### src/rtl/fetch_pkg.sv
// Shared FSM state, length type and opcode constants for the 8051 code fetch unit.
package fetch_pkg;

    typedef enum logic [2:0] {
        PRIME = 3'd0,
        OPC   = 3'd1,
        OPR1  = 3'd2,
        OPR2  = 3'd3,
        VALID = 3'd4
    } fetch_state_e;

    typedef logic [1:0] len_t;

    localparam logic [15:0] RESET_VECTOR_DEF = 16'h0000;

    localparam logic [7:0] OPC_NOP       = 8'h00;
    localparam logic [7:0] OPC_LJMP      = 8'h02;
    localparam logic [7:0] OPC_MOV_A_IMM = 8'h74;
    localparam logic [7:0] OPC_ILLEGAL   = 8'hA5;

endpackage

### src/rtl/code_fetch_opcode_length_lut.sv
// Combinational 8051 opcode -> instruction length (1..3) table; undefined 8'hA5 is length 1.
module opcode_length_lut
    import fetch_pkg::*;
(
    input  logic [7:0] opcode_i,
    output len_t       len_o
);

    logic [3:0] hi;
    logic [3:0] lo;

    assign hi = opcode_i[7:4];
    assign lo = opcode_i[3:0];

    // Decoded per low nibble (addressing-mode column), then per high nibble (operation row).
    always_comb begin
        len_o = 2'd1;
        case (lo)
            4'h0: begin
                case (hi)
                    4'h0, 4'hE, 4'hF:       len_o = 2'd1;
                    4'h1, 4'h2, 4'h3, 4'h9: len_o = 2'd3;
                    default:                len_o = 2'd2;
                endcase
            end
            4'h1: len_o = 2'd2;
            4'h2: begin
                case (hi)
                    4'h0, 4'h1:             len_o = 2'd3;
                    4'h2, 4'h3, 4'hE, 4'hF: len_o = 2'd1;
                    default:                len_o = 2'd2;
                endcase
            end
            4'h3: begin
                case (hi)
                    4'h4, 4'h5, 4'h6: len_o = 2'd3;
                    default:          len_o = 2'd1;
                endcase
            end
            4'h4: begin
                case (hi)
                    4'h2, 4'h3, 4'h4, 4'h5, 4'h6, 4'h7, 4'h9: len_o = 2'd2;
                    4'hB:                                     len_o = 2'd3;
                    default:                                  len_o = 2'd1;
                endcase
            end
            4'h5: begin
                case (hi)
                    4'h7, 4'h8, 4'hB, 4'hD: len_o = 2'd3;
                    4'hA:                   len_o = 2'd1;
                    default:                len_o = 2'd2;
                endcase
            end
            4'h6, 4'h7: begin
                case (hi)
                    4'h7, 4'h8, 4'hA: len_o = 2'd2;
                    4'hB:             len_o = 2'd3;
                    default:          len_o = 2'd1;
                endcase
            end
            default: begin
                case (hi)
                    4'h7, 4'h8, 4'hA, 4'hD: len_o = 2'd2;
                    4'hB:                   len_o = 2'd3;
                    default:                len_o = 2'd1;
                endcase
            end
        endcase
    end

endmodule

### src/rtl/code_fetch.sv
// 8051 code fetch: reads opcode + 0-2 operands from a 1-cycle ROM, valid len+1 clocks after PRIME;
// fields held while instr_ready_i is low; pc_load_i redirects from any state. FETCH_ILLEGAL_OPC_EN adds instr_illegal_o.
module code_fetch
    import fetch_pkg::*;
#(
    parameter int unsigned           ADDR_WIDTH   = 16,
    parameter int unsigned           DATA_WIDTH   = 8,
    parameter logic [ADDR_WIDTH-1:0] RESET_VECTOR = ADDR_WIDTH'(RESET_VECTOR_DEF)
) (
    input  logic                  clock_i,
    input  logic                  reset_i,
    output logic [ADDR_WIDTH-1:0] rom_addr_o,
    input  logic [DATA_WIDTH-1:0] rom_data_i,
    input  logic                  pc_load_i,
    input  logic [ADDR_WIDTH-1:0] pc_load_addr_i,
    output logic                  instr_valid_o,
    input  logic                  instr_ready_i,
    output logic [7:0]            instr_opcode_o,
    output logic [7:0]            instr_op1_o,
    output logic [7:0]            instr_op2_o,
    output len_t                  instr_len_o,
    output logic [ADDR_WIDTH-1:0] instr_pc_o
`ifdef FETCH_ILLEGAL_OPC_EN
    ,
    output logic                  instr_illegal_o
`endif
);

    fetch_state_e          state_q, state_d;
    logic [ADDR_WIDTH-1:0] fptr_q, fptr_d;
    logic [ADDR_WIDTH-1:0] pc_q, pc_d;
    logic [7:0]            opcode_q, opcode_d;
    logic [7:0]            op1_q, op1_d;
    logic [7:0]            op2_q, op2_d;
    len_t                  len_q, len_d;
    len_t                  rom_len;

    opcode_length_lut u_len_lut (
        .opcode_i (rom_data_i[7:0]),
        .len_o    (rom_len)
    );

    always_ff @(posedge clock_i or posedge reset_i) begin
        if (reset_i) begin
            state_q <= PRIME;
        end else begin
            state_q <= state_d;
        end
    end

    always_comb begin
        state_d = state_q;
        if (pc_load_i) begin
            state_d = PRIME;
        end else begin
            case (state_q)
                PRIME:   state_d = OPC;
                OPC:     state_d = (rom_len == 2'd1) ? VALID : OPR1;
                OPR1:    state_d = (len_q == 2'd3) ? OPR2 : VALID;
                OPR2:    state_d = VALID;
                VALID:   state_d = instr_ready_i ? PRIME : VALID;
                default: state_d = PRIME;
            endcase
        end
    end

    // rom_data_i always carries the byte addressed by fptr one state earlier.
    always_comb begin
        fptr_d   = fptr_q;
        pc_d     = pc_q;
        opcode_d = opcode_q;
        op1_d    = op1_q;
        op2_d    = op2_q;
        len_d    = len_q;
        if (pc_load_i) begin
            fptr_d = pc_load_addr_i;
        end else begin
            case (state_q)
                PRIME: begin
                    pc_d   = fptr_q;
                    fptr_d = fptr_q + ADDR_WIDTH'(1);
                end
                OPC: begin
                    opcode_d = rom_data_i[7:0];
                    len_d    = rom_len;
                    op1_d    = 8'h00;
                    op2_d    = 8'h00;
                    if (rom_len != 2'd1) begin
                        fptr_d = fptr_q + ADDR_WIDTH'(1);
                    end
                end
                OPR1: begin
                    op1_d = rom_data_i[7:0];
                    if (len_q == 2'd3) begin
                        fptr_d = fptr_q + ADDR_WIDTH'(1);
                    end
                end
                OPR2: op2_d = rom_data_i[7:0];
                default: ;
            endcase
        end
    end

    always_ff @(posedge clock_i or posedge reset_i) begin
        if (reset_i) begin
            fptr_q   <= RESET_VECTOR;
            pc_q     <= '0;
            opcode_q <= 8'h00;
            op1_q    <= 8'h00;
            op2_q    <= 8'h00;
            len_q    <= 2'd0;
        end else begin
            fptr_q   <= fptr_d;
            pc_q     <= pc_d;
            opcode_q <= opcode_d;
            op1_q    <= op1_d;
            op2_q    <= op2_d;
            len_q    <= len_d;
        end
    end

    always_comb begin
        instr_valid_o = (state_q == VALID);
    end

    assign rom_addr_o     = fptr_q;
    assign instr_opcode_o = opcode_q;
    assign instr_op1_o    = op1_q;
    assign instr_op2_o    = op2_q;
    assign instr_len_o    = len_q;
    assign instr_pc_o     = pc_q;

`ifdef FETCH_ILLEGAL_OPC_EN
    assign instr_illegal_o = (state_q == VALID) && (opcode_q == OPC_ILLEGAL);
`endif

endmodule

### config.mk
export PLATFORM = sky130hd
export DESIGN_NAME = code_fetch
export DESIGN_NICKNAME = d
export VERILOG_FILES = /design/src/rtl/fetch_pkg.sv /design/src/rtl/code_fetch_opcode_length_lut.sv /design/src/rtl/code_fetch.sv
export SDC_FILE = /design/constraint.sdc
export NUM_CORES = 1
export LEC_CHECK = 0
export ABC_AREA = 1
export CORE_UTILIZATION = 40
export CTS_BUF_LIST = sky130_fd_sc_hd__clkbuf_8 sky130_fd_sc_hd__clkbuf_16
export CTS_CLUSTER_DIAMETER = 40
export DETAILED_ROUTE_END_ITERATION = 8
export HOLD_SLACK_MARGIN = 0.08
export PLACE_DENSITY = 0.79
export SYNTH_ARGS = -nofsm -noshare
export SYNTH_HDL_FRONTEND = slang
export SYNTH_HIERARCHICAL = 1
export SYNTH_SLANG_ARGS = --single-unit
### constraint.sdc
create_clock -name clock_i -period 2.6 [get_ports clock_i]
set_input_delay 0.26 -clock clock_i [delete_from_list [all_inputs] [get_ports clock_i]]
set_output_delay 0.26 -clock clock_i [all_outputs]
set_load 0.02 [all_outputs]
Yosys cells after proc, flatten, opt, wreduce, memory -nomap -nowiden
Memory sizes are Yosys's and may differ from the RTL's.
Index checks and enable logic that the tools add are counted.
- bits in latches: 0
- RAM bits: 0
- register bits: 61
- bits in read-only memories: 32
- bits of input ports: 28
- memories kept: 1
- reduce and logical (&&, ||, !) cells: 20
- add/sub/neg operators: 1
- muxes and demuxes: 18
- div/mod/pow operators: 0
- order comparisons: 0
- equal/unequal tests: 30
- $mul: 0
- shift operators: 0
- bitwise operators: 1
- memories (name ; depth ; bits a word ; read ports ; clocked after Yosys merged registers in ; write ports ; RTL line ; text):
    (no name shown) ; 16 ; 2 ; 1 ; 0 ; 0 ; code_fetch_opcode_length_lut.sv:41 ; case (hi)
- operators by type and width (kind ; count):
    two-way mux 16 bit ; 3
    one-hot mux 16 bit (3 select lines) ; 1
    equality test 4 x 3 -> 1 bit (second input constant) ; 8
    one-hot mux 8 bit (2 select lines) ; 2
    equality test 4 bit (second input constant) ; 7
    one-hot mux 2 bit (2 select lines) ; 5
    adder 16 x 1 -> 16 bit (second input constant) ; 1
    equality test 4 x 2 -> 1 bit (second input constant) ; 4
    OR reduction 4 bit ; 4
    one-hot mux 3 bit (5 select lines) ; 1
    one-hot mux 2 bit (7 select lines) ; 1
    two-way mux 3 bit ; 4
    OR reduction 3 bit ; 3
    equality test 4 x 1 -> 1 bit (second input constant) ; 2
    logical NOT 4 bit ; 2
    AND reduction 2 bit ; 4
    equality test 3 x 2 -> 1 bit (second input constant) ; 2
    inequality test 3 bit (second input constant) ; 2
    nonzero test 2 bit ; 2
    nonzero test 4 bit ; 1
    OR reduction 2 bit ; 2
    equality test 3 x 1 -> 1 bit (second input constant) ; 1
    equality test 3 bit (second input constant) ; 1
    logical NOT 3 bit ; 1
    other kinds (6) ; 6

Logic depth before layout (Yosys ltp)
Gate-level depths: netlist of the first run.
- depth after elaboration: 8
- mapped depth: 16

Modules after synthesis
The synthesis of the first run kept the hierarchy.
- by module, submodules not included (module ; times used ; area an instance (µm²) ; cells each ; sequential area each (µm²)):
    code_fetch ; 1 ; 2925.3 ; 346 ; 1526.5
    opcode_length_lut ; 1 ; 364.1 ; 78 ; 0.0

Worst setup path before layout of the first run
Ideal clock, no wire load.
- path type: input -> register
- start: input port rom_data_i[5]
- end: register fptr_q[10], in the netlist rom_addr_o[10]
- path slack: 0.885 ns
- arrival: 1.598 ns
- stages on the path: 16
- path buffers: 2
- path through: buf_6 > nor2_1 > inv_1 > nor2_1 > nor2_2 > nand3_2 > nand2_1 > nand4_1 > inv_1 > nor2_1 > nand3_1 > nand3_2 > nand2_2 > buf_6 > nand3_1 > nand2_1
- word-level cells in the longest chain between the ends: 7
- RTL lines (element ; RTL line ; text):
    start: declaration ; code_fetch.sv:13 ; input logic [DATA_WIDTH-1:0] rom_data_i,
    equality test 4 x 3 -> 1 bit, or another cell as far along ; code_fetch_opcode_length_lut.sv:48, code_fetch_opcode_length_lut.sv:55, code_fetch_opcode_length_lut.sv:62 ;
    OR reduction 4 bit, or another cell as far along ; code_fetch_opcode_length_lut.sv:62 ; case (hi)
    one-hot mux 2 bit (2 select lines), on equally long branches ; -- ;
    one-hot mux 2 bit (7 select lines) * ; code_fetch_opcode_length_lut.sv:18 ; case (lo)
    named net rom_len[0] ; code_fetch.sv:36 ; len_t rom_len;
    inequality test 2 x 1 -> 1 bit * ; code_fetch.sv:88 ; if (rom_len != 2'd1) begin
    inequality test 3 bit (no line) * ; -- ;
    AND reduction 3 bit (no line) * ; -- ;
    end signal: assignment ; code_fetch.sv:113 ; fptr_q <= fptr_d;
    end: declaration ; code_fetch.sv:30 ; logic [ADDR_WIDTH-1:0] fptr_q, fptr_d;
The timed path passes the listed nets; every way through them passes the cells marked *.
A chain may end at the register's enable or synchronous reset.

Worst setup path after layout of the first run
- start: input port rom_data_i[5]
- end: register fptr_q[6], in the netlist rom_addr_o[6]
- word-level cells in the longest chain between the ends: 7
- RTL lines (element ; RTL line):
    equality test 4 x 3 -> 1 bit, or another cell as far along ; code_fetch_opcode_length_lut.sv:48, code_fetch_opcode_length_lut.sv:55, code_fetch_opcode_length_lut.sv:62
    OR reduction 4 bit, or another cell as far along ; code_fetch_opcode_length_lut.sv:62
    one-hot mux 2 bit (2 select lines), or another cell as far along ; code_fetch_opcode_length_lut.sv:62
    one-hot mux 2 bit (7 select lines) * ; code_fetch_opcode_length_lut.sv:18
    named net rom_len[1] ; code_fetch.sv:36
    inequality test 2 x 1 -> 1 bit * ; code_fetch.sv:88
    inequality test 3 bit (no line) * ; --
    AND reduction 3 bit (no line) * ; --
Marks and branches as above.

==> results of run 1 <==
## flip-flops by register name, indices dropped and copies added (netlist names)
name            flops
instr_op2_o         8
instr_pc_o         16
instr_op1_o         8
instr_opcode_o      8
rom_addr_o         16
state_q             3
instr_len_o         2
## worst min path at each step
stage,from,endpoint,slack [ns],cells after the start
floorplan,pc_load_addr_i[13],rom_addr_o[13],0.39,2
global placement,instr_pc_o[5],instr_pc_o[5],0.47,2
detailed placement,instr_pc_o[9],instr_pc_o[9],0.47,2
CTS,reset_i,state_q[1],0.37,2
global route,reset_i,state_q[0],0.41,2
finish,reset_i,state_q[0],0.34,2
## logic make-up after synthesis
logic type / count (synthesis)
and+or+nand+nor: 221
buffers and inverters: 65
AOI/OAI and AO/OA: 62
DFF: 61
muxes: 9
xor gates and xnor gates: 5
adders and majority gates: 1
## layer usage
layer | routed length, µm | GRT usage [%] | up-vias
met3 | 738 | 5.58 | 16
met5 | 0 | 0 | -
met1 | 3640 | 27.1 | 1485
met2 | 4020 | 33.6 | 138
met4 | 145 | 7.18 | 0
li1 | - | - | 1554
## cells in the mapped netlist, types with 2 or more instances
cell      count  area [µm²]
clkbuf_1      2        7.51
buf_2         5        25.0
nand3_2       2        20.0
nand4_1       8        50.1
o21ai_0      28         140
o22ai_1      16         100
nor2_2        4        25.0
a21oi_1       7        35.0
mux2_4        8         120
nand2_1     122         458
buf_6         4        45.0
nand3_1      37         185
dfrtp_1      61        1530
inv_1        48         180
nor2_1       39         146
xor2_1        4        35.0
nand2_2       4        25.0
or2_2         3        18.8
o21ai_1       8        40.0
inv_2         5        18.8
## area by class of cell
cell class / instances / area [µm²] / share of cell area [%]
inverters: 53 / 199 / 4.49
well taps: 102 / 128 / 2.88
repair buffers: 93 / 926 / 20.9
flip-flops and latches: 61 / 1530 / 34.5
clock buffers: 10 / 138 / 3.11
multi-input cells: 298 / 1480 / 33.5
clock inverters: 5 / 28.8 / 0.650
## worst reg2reg max path, cell delays in order (launching register included)
cell and delay (ns):
dfrtp_1 0.48, nor3_4 0.41, nand2_2 0.31, mux2_4 0.38
## metrics by stage
stage,hold WS [ns],cell area [µm²],power (µW),setup WS (ns)
2_1_floorplan,0.393,3290,2660,0.827
3_3_place_gp,0.465,4260,3560,0.111
3_5_place_dp,0.471,4260,3600,0.0335
4_1_cts,0.365,4430,4340,0.389
5_1_grt,0.409,4430,4590,0.107
6_report,0.344,4430,4320,0.336
## report_power, final
part | switching [µW] | total, µW | internal (µW)
clock | 373 | 732 | 359
combinational | 1060 | 2000 | 938
sequential | 291 | 1580 | 1290
==> flow_metrics.env, run 1 <==
export IMPL_grt_pass1_vias=2993
export IMPL_critPathKind="input pin to register"
export IMPL_synthesis_area_um2=3290
export IMPL_grt_ovfl_total=0
export IMPL_viasPerCell=5.13
export IMPL_hold_class="input pin to asynchronous set/reset pin"
export IMPL_drv_slew=0
export IMPL_power_leakage_uw=0.00205
export IMPL_h_tree_depth=3
export IMPL_most_common_layout_cells="122 x nand2_1, 86 x clkdlybuf4s50_1, 61 x dfrtp_1"
export IMPL_drc=0
export IMPL_core_area_um2=7850
export IMPL_die_area_um2=8590
export IMPL_grt_max_degree=33
export IMPL_firstDrtPassIters=6
export IMPL_postSynth_asyncResetShare_pct=100
export IMPL_netlist_instances=424
export IMPL_finalCriticalPeriod_ns=2.26
export IMPL_ys_ff_latch=61
export IMPL_crit_slowest_cell="clkdlybuf4s50_1"
export IMPL_synth_mux_area_share_pct=3.99
export IMPL_ys_types=29
export IMPL_path_clk_slew_ns=0.07
export IMPL_synth_xor_area_share_pct=1.33
export IMPL_finClkSkew_ns=0.0100
export IMPL_worst_setup_path_start_kind="input pin"
export IMPL_cp_max_fo=12
export IMPL_yosys_area_share_simple_pct=29.1
export IMPL_timing_hold_violations_final=0
export IMPL_crit_chain="clkdlybuf4s50_1 -> inv_1 -> nor2_1 -> nand2_1 -> nand2_1 -> o21ai_1 -> nor2_1 -> nand3_1 -> nor2_1 -> nand3_1 -> nand3_2 -> nand2_2 -> buf_4 -> nand2_1 -> o21ai_1"
export IMPL_finalSetupTns_ns=0
export IMPL_drv_cap=0
export IMPL_dp_cells=607
export IMPL_r2r_start="state_q[2]"
export IMPL_syn_nets=453
export IMPL_rows=32
export IMPL_worst_slew_pin_slew_ns=0.651
export IMPL_synth_compound_area_share_pct=10.3
export IMPL_die_width_um=92.7
export IMPL_rr_endpoint="instr_opcode_o[3]"
export IMPL_floorplan_initialDensity_pct=41.9
export IMPL_grt_use_total_pct=20.9
export IMPL_chipHeight_um=92.7
export IMPL_clk_latency_ns=0.35
export IMPL_worst_setup_path_end_kind="register"
export IMPL_avgSynthCellArea_um2=7.76
export IMPL_pwr_density_cell_nw_per_um2=975
export IMPL_slew_headroom_pct=56.5
export IMPL_cpPeakStageDelay_ns=0.68
export IMPL_ant_nets=0
export IMPL_drive_above_1_share_pct=10.2
export IMPL_utilization_pct=56.4
export IMPL_synth_top_family_by_area="simple AND/OR/NAND/NOR gates"
export IMPL_ys_seq_area_share_pct=46.4
export IMPL_n_antenna_cell=0
export IMPL_via_count=3193
export IMPL_nets=545
export IMPL_crit_end="rom_addr_o[6]"
export IMPL_ctsResizeCount=0
export IMPL_fillers=716
export IMPL_setup_viol=0
export IMPL_ctsHoldBuffers=0
export IMPL_io_pins=87
export IMPL_layout_commonest_cell="nand2_1"
export IMPL_vdd_drop_max_uv=485
export IMPL_numPortBuffers=86
export IMPL_place_gp_congestion=0.918
export IMPL_cp_arrival_ns=2.50
export IMPL_required_ns=2.83
export IMPL_outcome="complete, no violations"
export IMPL_fmax_mhz=442
export IMPL_fin_crit_sh_pct=87.1
export IMPL_worst_r2r_setup_slack_ns=0.90
export IMPL_clk_path_buf_depth=2
export IMPL_startpoint="rom_data_i[5]"
export IMPL_clkSinkCount=61
export IMPL_avgRoutedWirePerCell_um=13.7
export IMPL_synthFlopType="dfrtp_1"
export IMPL_post_cts_buffers=0
export IMPL_cts_tree="built"
export IMPL_synthAdderAreaFrac_pct=0.380
export IMPL_place_hpwl_um=6290
export IMPL_antenna_found_initial=0
export IMPL_critical_path_top_delay_family="simple AND/OR/NAND/NOR gates"
export IMPL_critPathBufInv=3
export IMPL_root_buffer="clkbuf_8"
export IMPL_drt_total_wl_um=8550
export IMPL_drtIter0Drc=139
export IMPL_crit_cells=15
export IMPL_cts_made_buffers=9
export IMPL_ff2ff_path_depth=3
export IMPL_grt_pass1_wl_um=14000
export IMPL_synth_edff_count=0
export IMPL_area_growth_pct=34.6
export IMPL_ys_warn_count=6
export IMPL_rsz0062_at_grt="false"
export IMPL_final_cell_count_no_fill=622
No activity file was read; power rests on OpenSTA's default activity.
==> inputs of run 2 (changes only) <==
--- a/config.mk
+++ b/config.mk
@@ -6,6 +6,7 @@
 export NUM_CORES = 1
 export LEC_CHECK = 0
 export ABC_AREA = 1
+export CORE_MARGIN = 2
 export CORE_UTILIZATION = 40
 export CTS_BUF_LIST = sky130_fd_sc_hd__clkbuf_8 sky130_fd_sc_hd__clkbuf_16
 export CTS_CLUSTER_DIAMETER = 40
@@ -14,5 +15,4 @@
 export PLACE_DENSITY = 0.79
 export SYNTH_ARGS = -nofsm -noshare
 export SYNTH_HDL_FRONTEND = slang
-export SYNTH_HIERARCHICAL = 1
 export SYNTH_SLANG_ARGS = --single-unit
==> run 2 against run 1 <==
  * Cell area up 0.71%
  * Largest cell class unchanged
  * Highest routed layer unchanged
  * Critical endpoint is now rom_addr_o[0]
  * Total power is 7.0% higher
  * Critical path depth decreased by 4
==> flow_metrics.env, run 2 <==
export IMPL_n_antenna_cell=0
export IMPL_grt_max_degree=62
export IMPL_clkSinkCount=61
export IMPL_pwr_density_cell_nw_per_um2=1040
export IMPL_clk_latency_ns=0.35
export IMPL_drive_above_1_share_pct=9.37
export IMPL_drt_total_wl_um=8880
export IMPL_netlist_instances=429
export IMPL_rr_endpoint="rom_addr_o[14]"
export IMPL_drc=0
export IMPL_antenna_found_initial=0
export IMPL_cp_max_fo=18
export IMPL_worst_slew_pin_slew_ns=0.627
export IMPL_grt_ovfl_total=0
export IMPL_synth_common_cells="128 x nand2_1, 61 x dfrtp_1, 56 x o21ai_0"
export IMPL_floorplan_initialDensity_pct=41.8
export IMPL_post_cts_buffers=0
export IMPL_drv_cap=0
export IMPL_rows=32
export IMPL_synth_top_cell_area_share_pct=46.8
export IMPL_core_area_um2=7810
export IMPL_drtIter0Drc=187
export IMPL_final_area_um2=4460
export IMPL_ctsHoldBuffers=0
export IMPL_numPortBuffers=86
export IMPL_synth_most_common_cell="nand2_1"
export IMPL_firstDrtPassIters=5
export IMPL_io_pins=87
export IMPL_synth_edff_count=0
export IMPL_worst_setup_path_end_kind="register"
export IMPL_cpPeakStageDelay_ns=0.57
export IMPL_h_tree_depth=3
export IMPL_finalCriticalPeriod_ns=1.97
export IMPL_path_clk_slew_ns=0.08
export IMPL_die_width_um=94.3
export IMPL_ys_warn_count=0
export IMPL_fmax_mhz=508
export IMPL_power_leakage_uw=0.00210
export IMPL_ff2ff_path_depth=10
export IMPL_ant_nets=0
export IMPL_via_count=3148
export IMPL_fin_crit_sh_pct=75.6
export IMPL_most_common_layout_cells="128 x nand2_1, 86 x clkdlybuf4s50_1, 61 x dfrtp_1"
export IMPL_die_area_um2=8890
export IMPL_ys_ff_latch=61
export IMPL_synthFlopType="dfrtp_1"
export IMPL_worst_setup_path_start_kind="input pin"
export IMPL_synthesis_area_um2=3260
export IMPL_cp_arrival_ns=2.25
export IMPL_viasPerCell=5.04
export IMPL_worst_r2r_setup_slack_ns=0.71
export IMPL_ys_types=32
export IMPL_yosys_area_top_type="dfrtp_1"
export IMPL_finClkSkew_ns=0.0128
export IMPL_avgSynthCellArea_um2=7.60
export IMPL_nets=547
export IMPL_postSynth_asyncResetShare_pct=100
export IMPL_drv_slew=0
export IMPL_outcome="complete, no violations"
export IMPL_critPathKind="input pin to register"
export IMPL_grt_pass1_wl_um=14400
export IMPL_crit_slowest_cell="clkdlybuf4s50_1"
export IMPL_synth_top_cells_by_area="dfrtp_1 47%, nand2_1 15%, o21ai_0 8.6%"
export IMPL_crit_chain="clkdlybuf4s50_1 -> inv_2 -> nand2_1 -> nand3_1 -> nand2_1 -> nand2_1 -> nor2_2 -> nand4_4 -> nand2_4 -> nand2_1 -> nand2_1"
export IMPL_clk_path_buf_depth=2
export IMPL_grt_use_total_pct=20.9
export IMPL_place_hpwl_um=6670
export IMPL_timing_hold_violations_final=0
export IMPL_vdd_drop_max_uv=389
export IMPL_grt_pass1_vias=2992
export IMPL_cp_common_cell="nand2_1"
export IMPL_avgRoutedWirePerCell_um=14.2
export IMPL_place_gp_congestion=0.871
export IMPL_layout_commonest_cell="nand2_1"
export IMPL_cts_tree="built"
export IMPL_slew_headroom_pct=58.1
export IMPL_hold_class="input pin to asynchronous set/reset pin"
export IMPL_syn_nets=458
export IMPL_ctsResizeCount=0
export IMPL_placed_area_um2=4240
export IMPL_finalSetupTns_ns=0
export IMPL_ys_seq_area_share_pct=46.8
export IMPL_cts_made_buffers=9
export IMPL_chipHeight_um=94.3
export IMPL_rsz0062_at_grt="false"
export IMPL_r2r_start="rom_addr_o[0]"
export IMPL_area_growth_pct=36.7
export IMPL_root_buffer="clkbuf_8"
export IMPL_critPathBufInv=2
export IMPL_critical_path_top_delay_family="simple AND/OR/NAND/NOR gates"
export IMPL_required_ns=2.88
export IMPL_setup_viol=0
## run 2: cell count changes after synthesis, moves of 7 or more
cell	previous run	this run
nand2_2	4	11
nand3_1	37	45
mux2_4	8	0
o21ai_0	28	56
o21ai_1	8	1
o22ai_1	16	0
nor3_1	0	9
inv_1	48	39
nor2_1	39	26
## run 2: how the worst max path moves through the flow
stage	from	slack, ns	depth (start not counted)	to
2_1_floorplan	reset_i	0.83	1	instr_len_o[0]
3_3_place_gp	rom_data_i[5]	0.26	10	rom_addr_o[3]
3_5_place_dp	rom_data_i[6]	0.29	10	rom_addr_o[5]
4_1_cts	state_q[1]	0.65	4	instr_valid_o
5_1_grt	rom_data_i[6]	0.42	10	rom_addr_o[2]
6_report	rom_data_i[7]	0.63	11	rom_addr_o[0]
## run 2: area by class of cell
cell class                 count  area [µm²]
fill                         739        3350
sequential                    61        1530
multi-input combinational    309        1490
timing repair buffer          93         926
inverter                      44         165
tap                          102         128
clock buffer                   9         124
clock inverter                 7        97.6
## run 2: per-stage QoR
step	utilization [%]	hold WS, ns	worst slack (ns)	cells	power (µW)
final	57.1	0.295	0.633	625	4620
after global routing	57.1	0.325	0.419	625	4910
after CTS	57.1	0.308	0.648	625	4640
after detailed placement	54.3	0.473	0.290	609	3680
after global placement	54.3	0.464	0.258	609	3650
after floorplan	-	0.436	0.827	429	2680
## run 2: kinds of logic after synthesis
family | after synthesis | share of synthesized area (%)
simple gates | 231 | 31.5
compound gates | 66 | 10.8
flops | 61 | 46.8
buf+inv | 59 | 7.44
xor+xnor | 9 | 2.42
mux | 2 | 0.690
fa+ha+maj | 1 | 0.384
## run 2: report_power, final
part / switching (µW) / internal [µW] / total, µW
clock: 408 / 542 / 950
sequential: 317 / 1310 / 1620
combinational: 1120 / 921 / 2050
total: 1850 / 2770 / 4620
## run 2: tightest hold or removal path: stages
cell and delay (ns):
clkdlybuf4s50_1 0.41, inv_2 0.07, buf_12 0.29
## run 2: routing by layer
layer,GRT usage [%],wire (µm),vias to the layer above,part of all wire (%)
li1,-,-,1563,-
met1,31.0,4370,1467,49
met2,30.9,3940,101,44
met3,3.85,437,17,4.9
met4,6.64,125,0,1.4
met5,0,0,-,0
